### config.mk
export PLATFORM = sky130hd
export DESIGN_NAME = srec_word_packer
export DESIGN_NICKNAME = d
export VERILOG_FILES = /design/src/rtl/srec_word_packer.sv
export SDC_FILE = /design/constraint.sdc
export NUM_CORES = 1
export LEC_CHECK = 0
export ABC_AREA = 0
export BUFFER_PORTS_ARGS = -buffer_cell sky130_fd_sc_hd__buf_2
export CAP_MARGIN = 40
export CORE_MARGIN = 8
export CORE_UTILIZATION = 45
export CTS_BUF_LIST = sky130_fd_sc_hd__clkbuf_16
export DETAILED_ROUTE_END_ITERATION = 16
export GPL_TIMING_DRIVEN = 0
export PLACE_DENSITY = 0.7
export SLEW_MARGIN = 10
export SYNTH_ARGS = -nofsm -noshare
export SYNTH_HDL_FRONTEND = slang
export SYNTH_SLANG_ARGS = --single-unit
### constraint.sdc
create_clock -name clock -period 12.2 [get_ports clock]
set_clock_uncertainty 0.15 [all_clocks]
set_input_delay 1.83 -clock clock [delete_from_list [all_inputs] [get_ports clock]]
set_output_delay 1.83 -clock clock [all_outputs]
set_load 0.05 [all_outputs]
### src/rtl/srec_word_packer.sv
// srec_word_packer: packs parser byte writes into little-endian 32-bit words with byte enables and queues them for a word-wide memory port; ports clock/reset, parser byte stream in, flush pulse in, mem_* valid/ready word port out, sticky overflow and busy status out.
module srec_word_packer #(
  parameter int FIFO_DEPTH = 4
) (
  input  logic        clock,
  input  logic        reset,
  input  logic [31:0] write_address,
  input  logic [7:0]  write_byte,
  input  logic        write_enable,
  input  logic        flush,
  output logic [31:0] mem_address,
  output logic [31:0] mem_data,
  output logic [3:0]  mem_byte_enable,
  output logic        mem_valid,
  input  logic        mem_ready,
  output logic        overflow,
  output logic        busy
);
  localparam int PW = (FIFO_DEPTH > 1) ? $clog2(FIFO_DEPTH) : 1;
  localparam int CW = PW + 1;
  logic [29:0] acc_addr_q, acc_addr_d;
  logic [31:0] acc_data_q, acc_data_d;
  logic [3:0]  acc_be_q, acc_be_d;
  logic        flush_pending_q, flush_pending_d;
  logic        overflow_q;
  logic [PW-1:0] wr_q, rd_q;
  logic [CW-1:0] count_q;
  logic [29:0] fifo_addr [FIFO_DEPTH];
  logic [31:0] fifo_data [FIFO_DEPTH];
  logic [3:0]  fifo_be   [FIFO_DEPTH];
  logic [1:0]  lane;
  logic [3:0]  new_be, merge_be;
  logic [31:0] new_data, merge_data;
  logic        push, pop, accept;
  logic [29:0] push_addr;
  logic [31:0] push_data;
  logic [3:0]  push_be;
  assign lane     = write_address[1:0];
  assign new_be   = 4'b0001 << lane;
  assign new_data = {24'b0, write_byte} << {lane, 3'b000};
  assign merge_be = acc_be_q | new_be;
  always_comb begin
    acc_addr_d      = acc_addr_q;
    acc_data_d      = acc_data_q;
    acc_be_d        = acc_be_q;
    flush_pending_d = flush_pending_q | flush;
    push            = 1'b0;
    push_addr       = acc_addr_q;
    push_data       = acc_data_q;
    push_be         = acc_be_q;
    merge_data      = acc_data_q;
    merge_data[{lane, 3'b000} +: 8] = write_byte;
    if (write_enable) begin
      if (acc_be_q == 4'h0 || write_address[31:2] != acc_addr_q) begin
        push       = acc_be_q != 4'h0;
        acc_addr_d = write_address[31:2];
        acc_data_d = new_data;
        acc_be_d   = new_be;
      end else if (merge_be == 4'hF) begin
        push      = 1'b1;
        push_data = merge_data;
        push_be   = merge_be;
        acc_be_d  = 4'h0;
      end else begin
        acc_data_d = merge_data;
        acc_be_d   = merge_be;
      end
    end else if (flush_pending_d) begin
      push            = acc_be_q != 4'h0;
      acc_be_d        = 4'h0;
      flush_pending_d = 1'b0;
    end
  end
  assign pop    = (count_q != '0) && mem_ready;
  assign accept = push && ((count_q != CW'(FIFO_DEPTH)) || pop);
  always_ff @(posedge clock) begin
    if (reset) begin
      acc_addr_q      <= '0;
      acc_data_q      <= '0;
      acc_be_q        <= '0;
      flush_pending_q <= 1'b0;
      overflow_q      <= 1'b0;
      wr_q            <= '0;
      rd_q            <= '0;
      count_q         <= '0;
    end else begin
      acc_addr_q      <= acc_addr_d;
      acc_data_q      <= acc_data_d;
      acc_be_q        <= acc_be_d;
      flush_pending_q <= flush_pending_d;
      overflow_q      <= overflow_q | (push && !accept);
      wr_q            <= wr_q + PW'(accept);
      rd_q            <= rd_q + PW'(pop);
      count_q         <= count_q + CW'(accept) - CW'(pop);
    end
  end
  always_ff @(posedge clock) begin
    if (accept) begin
      fifo_addr[wr_q] <= push_addr;
      fifo_data[wr_q] <= push_data;
      fifo_be[wr_q]   <= push_be;
    end
  end
  // Head fields are gated so an empty FIFO never exposes stale or uninitialised entries.
  assign mem_valid       = count_q != '0;
  assign mem_address     = mem_valid ? {fifo_addr[rd_q], 2'b00} : 32'h0;
  assign mem_data        = mem_valid ? fifo_data[rd_q] : 32'h0;
  assign mem_byte_enable = mem_valid ? fifo_be[rd_q] : 4'h0;
  assign overflow        = overflow_q;
  assign busy            = (acc_be_q != 4'h0) || (count_q != '0) || flush_pending_q;
endmodule

==> summary.md, run 1 <==
| Metric | Value |
|---|---|
| Power Density | 201 nW/um2 |
| Status | completed |
| GRT Util Overall | 18.1% |
| Routed vias | 9,262 |
| Slew @ Worst Pin | 0.813 ns |
| First-pass DRT Iterations | 5 |
| RSZ-0062 raised after global routing | false |
| Area delta synth->final | 17.6% |
| Cell-internal power | 0.00226 W |
| Logic gate share of total power | 31.7% |
| Crit Path Class | primary input to register |
| CP Max Fanout | 12 |
| CP Buf/Inv Count | 5 |
| Fraction of registers with async set/reset | 0% |
| Delay of the slowest critical-path stage | 0.44 ns |
| FF+latch count, synth | 339 |
| I/O pin total | 116 |
| DP HPWL | 25,400 um |
| Initial antenna violation count | 2 |
| Part of the power in the clock network | 29.1% |
| EDFF count, synth | 264 |
| Vias in the first global route | 9,381 |
| Starting Density | 45.2% |
| Slowest CP cell | ha_1 |
| Layout cells sized above 1 | 22.8% |
| Height of the die | 196 um |
| Total CTS buffers | 34 |
| Cell Area, Placed | 16,100 um2 |
| Fin crit period | 5.41 ns |
| CTS Buffer Depth | 3 |
| Sw Ratio | 34.6% |
| Port Buffer Count | 112 |
| Top delay family on crit path | adder cells |
| Reg power frac | 39.2% |
| Worst Hold Class | register to register |
| Ys flop type | edfxtp_1 |
| Die area | 38,500 um2 |
| Slew Viols, Final | 0 |
| Clk sink count | 339 |
| Mean Syn Cell Area | 14.0 um2 |
| CTS H-tree depth | 2 |
| Hold Vio Cnt, Final | 0 |
| CTS resizes | 0 |
| Final wirelength | 35,200 um |
| Critical Path, Cell by Cell | buf_2 > clkinv_1 > ha_1 > o221ai_1 > nand2_1 > nor3_1 > or2_2 > clkbuf_1 > ha_1 > inv_1 > ha_1 > inv_1 > fa_1 > xor2_1 > xnor2_1 > nor2_1 |
| Die W | 196 um |
| Top cell type by total area after synthesis | edfxtp_1 |
| Final routed wire length divided by cell count | 20.8 um |
| WHS | 0.301 ns |
| Clock latency on the worst-skew pair | 0.51 ns |
| Final Instance Area | 17,200 um2 |
| Post-route setup slack | 6.79 ns |
| Placeable Area | 32,300 um2 |
| Row count | 66 |
| P_leak | 6.12 nW |
| Most used cell, CP | ha_1 |
| First-pass GRT wire length | 54,400 um |
| Dpl ws | 6.31 ns |
| Antenna violation net count after detailed routing | 0 |
| Nature of the critical path startpoint | primary input |
| Yosys top cell area share | 54.3% |
| Fmax | 185 MHz |
| Drt first-iter violations | 920 |
| Setup TNS | 0 ns |
| Gr ovfl total | 0 |
| Routed vias/inst | 5.46 |
| Setup crit end kind | register |
| Mapped Cells | 1,047 |
| Crit share post-route | 44.4% |
| DRC | 0 |
| Critical Path RT | 12.42 ns |
| Post-Syn Area | 14,600 um2 |
| Yosys warnings | 0 |
| Worst EP arrival | 5.64 ns |
| Synth cell types | 44 |
| NetSw | 0.00120 W |
| Worst VDD drop | 102 uV |
| Final Setup Violations | 0 |
| CTS root buffer | clkbuf_16 |
| Maxcap violations | 0 |
| Hold_buf cts | 0 |
| Seq/Total Area, Yosys | 64.5% |
| Final #Nets | 1,284 |
| TritonCTS clock tree | done |
| Relative slew margins | 45.6% |
| Largest net degree at the start of global routing | 22 |
| Synth area leaders | edfxtp_1 (54%), dfxtp_1 (10%), mux4_2 (10%) |
| Final GP Congestion | 0.920 |
| Clk slew on worst S/H paths | 0.06 ns |
| Setup bufs post-CTS | 0 |
worst register-to-register path, cell delays in order (launching register included):
cell      delay (ns)
dfxtp_1         0.35
nor4_2          0.55
nor4_1          0.15
nand4_1         0.18
nor3_1          0.08
or2_2           0.28
clkbuf_1        0.22
nor3b_2         0.73
buf_6           0.25
buf_6           0.18
buf_4           0.22
kinds of logic after synthesis:
group / synth area share, %
simple gates: 12.9
flops: 64.5
other cells: 0.0257
fa+ha+maj: 1.16
buf+inv: 2.32
mux: 12.2
compound gates: 4.76
xor+xnor: 2.04
cells in the mapped netlist (9+ instances only):
master    count
nor4_1       14
nor2_1       70
dfxtp_1      75
mux4_2       66
o21ai_1      21
nand2_1     118
xor2_1       31
or3_1        33
a21oi_1       9
edfxtp_1    264
nor2b_1      45
and2_1       68
clkbuf_1     37
buf_2        12
mux2i_1      30
o21ai_0      12
buf_1        10
ha_1         12
a31oi_1      52
power by group through the flow:
stage                     logic, W  clock network, W  registers (W)
after global routing       0.00117           0.00106        0.00136
after detailed placement   0.00112                 0        0.00138
after global placement     0.00108                 0        0.00140
after floorplan           0.000812                 0        0.00138
after CTS                  0.00112           0.00102        0.00136
final                      0.00110           0.00101        0.00136
path summary, 6_finish.rpt:
kind | from | endpoint | slack (ns) | depth (start not counted)
worst max-delay path | write_address[0] | count_q[2]$_SDFF_PP0_ | 6.79 | 16
worst min-delay path | overflow$_SDFF_PP0_ | overflow$_SDFF_PP0_ | 0.30 | 2
worst max register to register | acc_be_q[0]$_SDFFE_PP0P_ | fifo_data[1][17]$_DFFE_PP_ | 8.55 | 10
worst min register to register | overflow$_SDFF_PP0_ | overflow$_SDFF_PP0_ | 0.30 | 2
sequential cells by signal (all words and copies together) (netlist names):
name / count
fifo_data: 128
fifo_addr: 120
acc_data_q: 32
acc_addr_q: 30
fifo_be: 16
acc_be_q: 4
count_q: 3
rd_q: 2
wr_q: 2
flush_pending_q: 1
overflow: 1
stage by stage:
step	instances	util (%)	power (W)
after floorplan	1048	-	0.00219
after global placement	1602	48.7	0.00248
after detailed placement	1632	49.8	0.00250
after CTS	1694	53.2	0.00350
after global routing	1696	53.2	0.00360
final	1696	53.2	0.00346
area by class of cell:
type / count / area [um2]
antenna: 2 / 5.00
buffer: 68 / 313
clock buffer: 37 / 926
clock inverter: 25 / 159
fill: 2653 / 15100
inverter: 7 / 26.3
multi-input combinational: 634 / 4870
sequential: 339 / 9430
tap: 442 / 553
timing repair buffer: 142 / 903
routing by layer:
layer | GRT usage, % | vias to the layer above | share of wire, %
li1 | - | 4275 | -
met1 | 24.2 | 4611 | 44
met2 | 29.7 | 301 | 48
met3 | 3.08 | 75 | 5.6
met4 | 6.29 | 0 | 2.9
met5 | 0 | - | 0
cell usage in the layout (no fill, tap or decap), drive strengths merged, types with 7 or more instances in the layout:
master,count
mux4,66
xor2,31
edfxtp,264
nor2,71
nor3,7
a41oi,8
mux2i,30
clkinv,16
dfxtp,75
ha,12
o21ai,33
and2,68
clkbuf,75
nand2,118
inv,13
nor4,15
a21oi,9
a31oi,52
buf,172
or3,33
nor2b,45
No activity file was read; power rests on OpenSTA's default activity.
==> run 2, diff against run 1 <==
--- a/config.mk
+++ b/config.mk
@@ -5,7 +5,7 @@
 export SDC_FILE = /design/constraint.sdc
 export NUM_CORES = 1
 export LEC_CHECK = 0
-export ABC_AREA = 0
+export ABC_AREA = 1
 export BUFFER_PORTS_ARGS = -buffer_cell sky130_fd_sc_hd__buf_2
 export CAP_MARGIN = 40
 export CORE_MARGIN = 8
@@ -13,7 +13,7 @@
 export CTS_BUF_LIST = sky130_fd_sc_hd__clkbuf_16
 export DETAILED_ROUTE_END_ITERATION = 16
 export GPL_TIMING_DRIVEN = 0
-export PLACE_DENSITY = 0.7
+export PLACE_DENSITY = 0.72
 export SLEW_MARGIN = 10
 export SYNTH_ARGS = -nofsm -noshare
 export SYNTH_HDL_FRONTEND = slang
==> constraint.sdc (replaced) <==
create_clock -name clock -period 4.6 [get_ports clock]
set_clock_uncertainty 0.15 [all_clocks]
set_input_delay 0.69 -clock clock [delete_from_list [all_inputs] [get_ports clock]]
set_output_delay 0.69 -clock clock [all_outputs]
set_load 0.05 [all_outputs]
==> run 2 against run 1 <==
Utilization increased by 0.057 points. Non-clock buffer count increased by 14. First-iteration DRC count increased by 17%. Via count increased by 29%. Worst hold slack improved by 0.010 ns. Area after synthesis increased by 3.3%. Global-route usage increased by 2.7 points. Critical path depth increased by 2. Flip-flop and latch count unchanged. Design area increased by 3.2%. Largest cell class unchanged. Highest routed layer unchanged.
==> summary.md, run 2 <==
| Metric | Value |
|---|---|
| Status | completed |
| Worst EP arrival | 4.50 ns (-1.14 ns) |
| DP HPWL | 29,200 um (+15%) |
| Fmax | 239 MHz |
| Worst VDD drop | 360 uV (+250%) |
| Critical Path RT | 4.91 ns (-7.51 ns) |
| Total CTS buffers | 35 (+2.9%) |
| Initial antenna violation count | 0 (-2) |
| Top cell type by total area after synthesis | edfxtp_1 |
| Worst Hold Class | primary input to register |
| Max reg flops | 128 (unchanged) |
| Die W | 199 um (+1.5%) |
| CP Max Fanout | 13 (+1) |
| Synth Area in XOR/XNOR | 1.57% (-0.47 points) |
| Final GP Congestion | 0.947 (+2.9%) |
| Yosys warnings | 0 (unchanged) |
| Clk sink count | 339 (unchanged) |
| Hold Vio Cnt, Final | 0 (unchanged) |
| EDFF count, synth | 264 (unchanged) |
| Port Buffer Count | 111 (-0.89%) |
| Yosys top cell area share | 52.5% (-1.7 points) |
| Crit Path Class | primary input to register |
| Seq/Total Area, Yosys | 62.5% (-2.1 points) |
| Multiplexer share of the synthesized area | 0% (-12 points) |
| Final #Nets | 1,786 (+39%) |
| Vias in the first global route | 11,400 (+22%) |
| Biggest register | fifo_data |
| Most frequent cells in the layout | nor2_1 (325), edfxtp_1 (264), nand2_1 (224), o21ai_0 (179), a21oi_1 (135) |
| Height of the die | 199 um (+1.5%) |
| Synth cell types | 36 (-18%) |
| Final wirelength | 42,000 um (+19%) |
| Routed vias | 11,900 (+29%) |
| Crit share post-route | 91.1% |
| Slew Viols, Final | 0 (unchanged) |
| Commonest non-fill, non-tap cell in the layout | nor2_1 |
| Mean Syn Cell Area | 9.63 um2 (-31%) |
| Row count | 67 (+1.5%) |
| Fin crit period | 4.19 ns |
| Ys flop type | edfxtp_1 |
| DRC | 0 (unchanged) |
| GRT Util Overall | 20.8% (+2.7 points) |
| CTS Buffer Depth | 3 (unchanged) |
| Fill cell count | 2,860 (+7.8%) |
| Clk slew on worst S/H paths | 0.06 ns (about the same) |
| Maxcap violations | 0 (unchanged) |
| Nature of the critical path startpoint | primary input |
| RSZ-0062 raised after global routing | false |
| Main combinational cell family by area after synthesis | simple AND/OR/NAND/NOR gates |
| Most frequent cell after synthesis | nor2_1 |
| Compound-Gate Fraction of Synth Area | 13.9% (+9.1 points) |
| Power Density | 579 nW/um2 (+190%) |
| Final non-filler cell total | 2,204 (+30%) |
| Die area | 39,700 um2 (+3.0%) |
| Placeable Area | 33,300 um2 (+3.1%) |
| Mapped Cells | 1,567 (+50%) |
| Synth area leaders | edfxtp_1 (53%), dfxtp_1 (9.9%), nor2_1 (8.2%) |
| P_leak | 6.70 nW (+9.5%) |
| Setup bufs post-CTS | 0 (unchanged) |
| Gr ovfl total | 0 (unchanged) |
| Post-Syn Area | 15,100 um2 (+3.3%) |
| WHS | 0.312 ns (+0.0105 ns) |
| Placed instance count | 2,140 (+31%) |
| Final routed wire length divided by cell count | 19.1 um (-8.1%) |
| Relative slew margins | 36.7% (-8.9 points) |
| TritonCTS clock tree | done |
| Adder-cell area share of the yosys netlist | 1.13% (-0.037 points) |
| Final Setup Violations | 0 (unchanged) |
| Routed vias/inst | 5.41 (-0.94%) |
| Top post-synthesis cells by count | nor2_1 (329), edfxtp_1 (264), nand2_1 (224) |
| First-pass DRT Iterations | 6 (+1) |
| Clock latency on the worst-skew pair | 0.53 ns (+0.02 ns) |
| Layout cells sized above 1 | 12.4% (-10 points) |
| Simple-gate portion of the synthesized area | 15.6% (+2.7 points) |
| Drt first-iter violations | 1,072 (+17%) |
| CTS root buffer | clkbuf_16 |
| Starting Density | 45.3% (+0.10 points) |
| Largest net degree at the start of global routing | 27 (+23%) |
| CTS H-tree depth | 2 (unchanged) |
| FF+latch count, synth | 339 (unchanged) |
| Area delta synth->final | 17.5% |
| Largest registers | fifo_data (128), fifo_addr (120), acc_data_q (32) |
| Antenna violation net count after detailed routing | 0 (unchanged) |
| Fraction of registers with async set/reset | 0% (unchanged) |
| Slew @ Worst Pin | 0.950 ns (+0.137 ns) |
| First-pass GRT wire length | 64,600 um (+19%) |
| I/O pin total | 116 (unchanged) |
| Setup crit end kind | register |
## run 2: cell count changes in the layout (fill, tap and decap cells not counted), sizes merged, moves of 20 or more
cell / change
mux2i: -30
inv: +83
a31oi: -52
xnor2: +20
nor2b: -45
nand3: +27
nand2: +108
or3: -33
xor2: -27
a21oi: +126
mux4: -66
o21ai: +173
nor2: +261
and2: -67
## run 2: where the power goes
part,switching (W),internal [W]
combinational,0.00293,0.000821
sequential,0.0000801,0.00354
clock,0.00121,0.00169
## run 2: final timing paths
kind                               startpoint                           to  slack (ns)  cells after the start
hold reg to reg      acc_be_q[3]$_SDFFE_PP0P_     acc_be_q[3]$_SDFFE_PP0P_        0.35                      2
setup reg to reg  acc_addr_q[28]$_SDFFE_PP0P_        count_q[2]$_SDFF_PP0_        1.08                     19
hold / removal              write_address[20]  acc_addr_q[18]$_SDFFE_PP0P_        0.31                      3
setup / recovery             write_address[0]        count_q[2]$_SDFF_PP0_        0.41                     18
## run 2: per-stage QoR
stage / total power, W / setup TNS (ns) / utilization (%) / instance area, um2 / worst slack [ns]
CTS: 0.0103 / 0 / 53.3 / 17700 / 0.288
floorplan: 0.00629 / -281.21 / - / 15100 / -1.07
detailed placement: 0.00746 / -1.00 / 49.7 / 16500 / -0.221
finish: 0.0103 / 0 / 53.3 / 17700 / 0.411
global route: 0.0107 / 0 / 53.3 / 17700 / 0.186
global placement: 0.00737 / -1032.84 / 48.7 / 16200 / -4.04
## run 2: layout make-up
type | count | area, um2 | area share (%)
sequential | 339 | 9430 | 53.2
multi-input combinational | 1038 | 4900 | 27.6
clock buffer | 35 | 876 | 4.94
timing repair buffer | 124 | 860 | 4.85
tap | 448 | 561 | 3.16
buffer | 100 | 453 | 2.56
inverter | 90 | 342 | 1.93
clock inverter | 29 | 304 | 1.72
antenna | 1 | 2.50 | 0.0141
## run 2: metal layers
metal	part of all wire (%)	vias to the layer above	GRT usage (%)
li1	-	5655	-
met1	42	5713	28.0
met2	48	487	34.4
met3	7.4	68	3.12
met4	2.8	0	6.56
met5	0	-	0
## run 2: timing repair
action / in CTS / in global routing
setup endpoints to repair: 0 / 1
gates resized for setup: 0 / 1
hold endpoints to repair: 0 / 0
hold buffers: 0 / 0
## run 2: logic make-up after synthesis
group / after synthesis
adders and majority gates: 13
buffers and inverters: 191
other: 1
xor gates and xnor gates: 27
AOI/OAI and AO/OA: 393
DFF: 339
and+or+nand+nor: 603
## run 2: critical path, cell delays in order
cell and delay (ns):
buf_2 0.16, buf_2 0.19, clkinv_1 0.15, clkbuf_1 0.55, ha_1 0.34, o221ai_1 0.17, inv_1 0.10, nand3_2 0.11
nand3_1 0.13, nand3_1 0.38, ha_1 0.44, inv_1 0.06, ha_1 0.13, inv_1 0.05, fa_1 0.41, xor2_1 0.17
o21ai_0 0.10, a21oi_1 0.16
==> run 3, diff against run 2 <==
--- a/config.mk
+++ b/config.mk
@@ -9,11 +9,11 @@
 export BUFFER_PORTS_ARGS = -buffer_cell sky130_fd_sc_hd__buf_2
 export CAP_MARGIN = 40
 export CORE_MARGIN = 8
-export CORE_UTILIZATION = 45
+export CORE_UTILIZATION = 39
 export CTS_BUF_LIST = sky130_fd_sc_hd__clkbuf_16
 export DETAILED_ROUTE_END_ITERATION = 16
 export GPL_TIMING_DRIVEN = 0
-export PLACE_DENSITY = 0.72
+export PLACE_DENSITY = 0.65
 export SLEW_MARGIN = 10
 export SYNTH_ARGS = -nofsm -noshare
 export SYNTH_HDL_FRONTEND = slang
==> run 3 against run 2 <==
Register-to-register slack improved by 0.04 ns. Sequential power about the same. Design area about the same. Critical path depth unchanged. Global-route usage decreased by 2.4 points. Worst hold slack improved by 0.016 ns. Clock power decreased by 4%. First-iteration DRC count decreased by 6.8%. Die area increased by 14%. Combinational power about the same. Total power decreased by 1.3%. Final cell count increased by 3.2%. Critical path type unchanged. Critical endpoint unchanged. Largest power group unchanged.
==> summary.md, run 3 (same netlist as run 2, synthesis figures left out) <==
| Metric | Value |
|---|---|
| Routed vias/inst | 5.16 (-4.6%) |
| Clock latency on the worst-skew pair | 0.51 ns (-0.02 ns) |
| Largest registers | fifo_data (128), fifo_addr (120), acc_data_q (32) |
| Starting Density | 39.2% (-6.1 points) |
| I/O pin total | 116 (unchanged) |
| Height of the die | 213 um (+6.8%) |
| Initial antenna violation count | 1 (+1) |
| Worst VDD drop | 222 uV (-38%) |
| Routed vias | 11,700 (-1.5%) |
| Critical Path RT | 4.85 ns (-0.06 ns) |
| Clk sink count | 339 (unchanged) |
| Crit share post-route | 91.1% (about the same) |
| Total CTS buffers | 37 (+5.7%) |
| Placeable Area | 38,500 um2 (+16%) |
| Worst EP arrival | 4.44 ns (-0.06 ns) |
| Final #Nets | 1,786 (unchanged) |
| Biggest register | fifo_data |
| DP HPWL | 29,600 um (+1.3%) |
| Layout cells sized above 1 | 12.1% (-0.28 points) |
| Die W | 213 um (+6.8%) |
| GRT Util Overall | 18.5% (-2.4 points) |
| Drt first-iter violations | 999 (-6.8%) |
| Fin crit period | 4.19 ns (+0.00317 ns) |
| Final routed wire length divided by cell count | 18.6 um (-2.3%) |
| Row count | 72 (+7.5%) |
| Max reg flops | 128 (unchanged) |
| Multi-input gate area | 4900 um2 (unchanged) |
| Largest net degree at the start of global routing | 25 (-7.4%) |
| Final non-filler cell total | 2,274 (+3.2%) |
| Register area | 9430 um2 (unchanged) |
| Worst Hold Class | primary input to register |
| Power Density | 572 nW/um2 (-1.3%) |
| Most frequent cells in the layout | nor2_1 (325), edfxtp_1 (264), nand2_1 (224), o21ai_0 (179), a21oi_1 (135) |
| Antenna violation net count after detailed routing | 0 (unchanged) |
| TritonCTS clock tree | done |
| Placed instance count | 2,208 (+3.2%) |
| Gr ovfl total | 0 (unchanged) |
| RSZ-0062 raised after global routing | false |
| P_leak | 6.66 nW (-0.53%) |
| Fmax | 239 MHz (about the same) |
| CTS Buffer Depth | 3 (unchanged) |
| Setup crit end kind | register |
| Maxcap violations | 0 (unchanged) |
| CP Max Fanout | 13 (unchanged) |
| CTS H-tree depth | 2 (unchanged) |
| Port Buffer Count | 111 (unchanged) |
| Status | completed |
| Clk slew on worst S/H paths | 0.06 ns (about the same) |
| Vias in the first global route | 11,100 (-2.6%) |
| WHS | 0.328 ns (+0.0161 ns) |
| CTS root buffer | clkbuf_16 |
| Final Setup Violations | 0 (unchanged) |
| First-pass DRT Iterations | 6 (unchanged) |
| Final GP Congestion | 0.905 (-4.5%) |
| Commonest non-fill, non-tap cell in the layout | nor2_1 |
| Nature of the critical path startpoint | primary input |
| Setup bufs post-CTS | 0 (unchanged) |
| Relative slew margins | 42.4% (+5.8 points) |
| Crit Path Class | primary input to register |
| First-pass GRT wire length | 64,700 um (+0.24%) |
| Die area | 45,200 um2 (+14%) |
| Slew @ Worst Pin | 0.861 ns (-0.0884 ns) |
| Fill cell count | 3,629 (+27%) |
| Area delta synth->final | 17.5% (about the same) |
| Final wirelength | 42,400 um (+0.82%) |
| Hold Vio Cnt, Final | 0 (unchanged) |
| DRC | 0 (unchanged) |
| Slew Viols, Final | 0 (unchanged) |
-- run 3: final cells by class --
class	instances	share of cell area [%]
Antenna cell	2	0.0282
Buffer	100	2.55
Clock buffer	37	5.22
Clock inverter	28	1.15
Inverter	90	1.93
Multi-Input combinational cell	1038	27.6
Sequential cell	339	53.2
Tap cell	518	3.66
Timing Repair Buffer	122	4.63
-- run 3: per-layer routing --
layer	track usage [%]	vias up	wire, um
li1	-	5664	-
met1	25.5	5596	18400
met2	30.1	425	19900
met3	2.88	54	3140
met4	4.83	0	889
met5	0	-	0
-- run 3: through the flow --
stage               utilization (%)  area (um2)  setup WS [ns]   TNS, ns  total power [W]
finish                         46.1       17700          0.408         0           0.0101
global route                   46.1       17700          0.148         0           0.0106
CTS                            46.1       17700          0.342         0           0.0102
detailed placement             43.1       16600         -0.199     -5.37          0.00748
global placement               42.4       16300          -4.14  -1056.60          0.00740
floorplan                         -       15100          -1.07   -281.21          0.00629
-- run 3: final timing paths --
| check | from | endpoint | slack, ns | cells past startpoint |
|---|---|---|---|---|
| setup / recovery | write_address[0] | count_q[2]$_SDFF_PP0_ | 0.41 | 18 |
| setup reg to reg | acc_addr_q[2]$_SDFFE_PP0P_ | count_q[2]$_SDFF_PP0_ | 1.12 | 16 |
| hold reg to reg | acc_be_q[2]$_SDFFE_PP0P_ | acc_be_q[2]$_SDFFE_PP0P_ | 0.33 | 2 |
| hold / removal | write_address[15] | acc_addr_q[13]$_SDFFE_PP0P_ | 0.33 | 3 |
-- run 3: timing repair --
item,in CTS,in global routing
gates resized for setup,0,1
hold buffers,0,0
setup endpoints to repair,0,1
-- run 3: where the power goes --
part           total (W)  leakage, nW  internal, W  switching, W
Sequential       0.00362         3.08      0.00354     0.0000810
Clock            0.00278        0.575      0.00163       0.00115
Combinational    0.00374         3.01     0.000811       0.00293
Total             0.0101         6.66      0.00598       0.00416
-- run 3: worst max-delay path, cell delays in order --
cell and delay [ns]:
buf_2 0.16, buf_2 0.19, clkinv_1 0.15, clkbuf_1 0.56, ha_1 0.33, o221ai_1 0.15, inv_1 0.11, nand3_2 0.11
nand3_1 0.14, nand3_1 0.36, ha_1 0.43, inv_1 0.05, ha_1 0.13, inv_1 0.05, fa_1 0.40, xor2_1 0.16
o21ai_0 0.18, a21oi_1 0.06
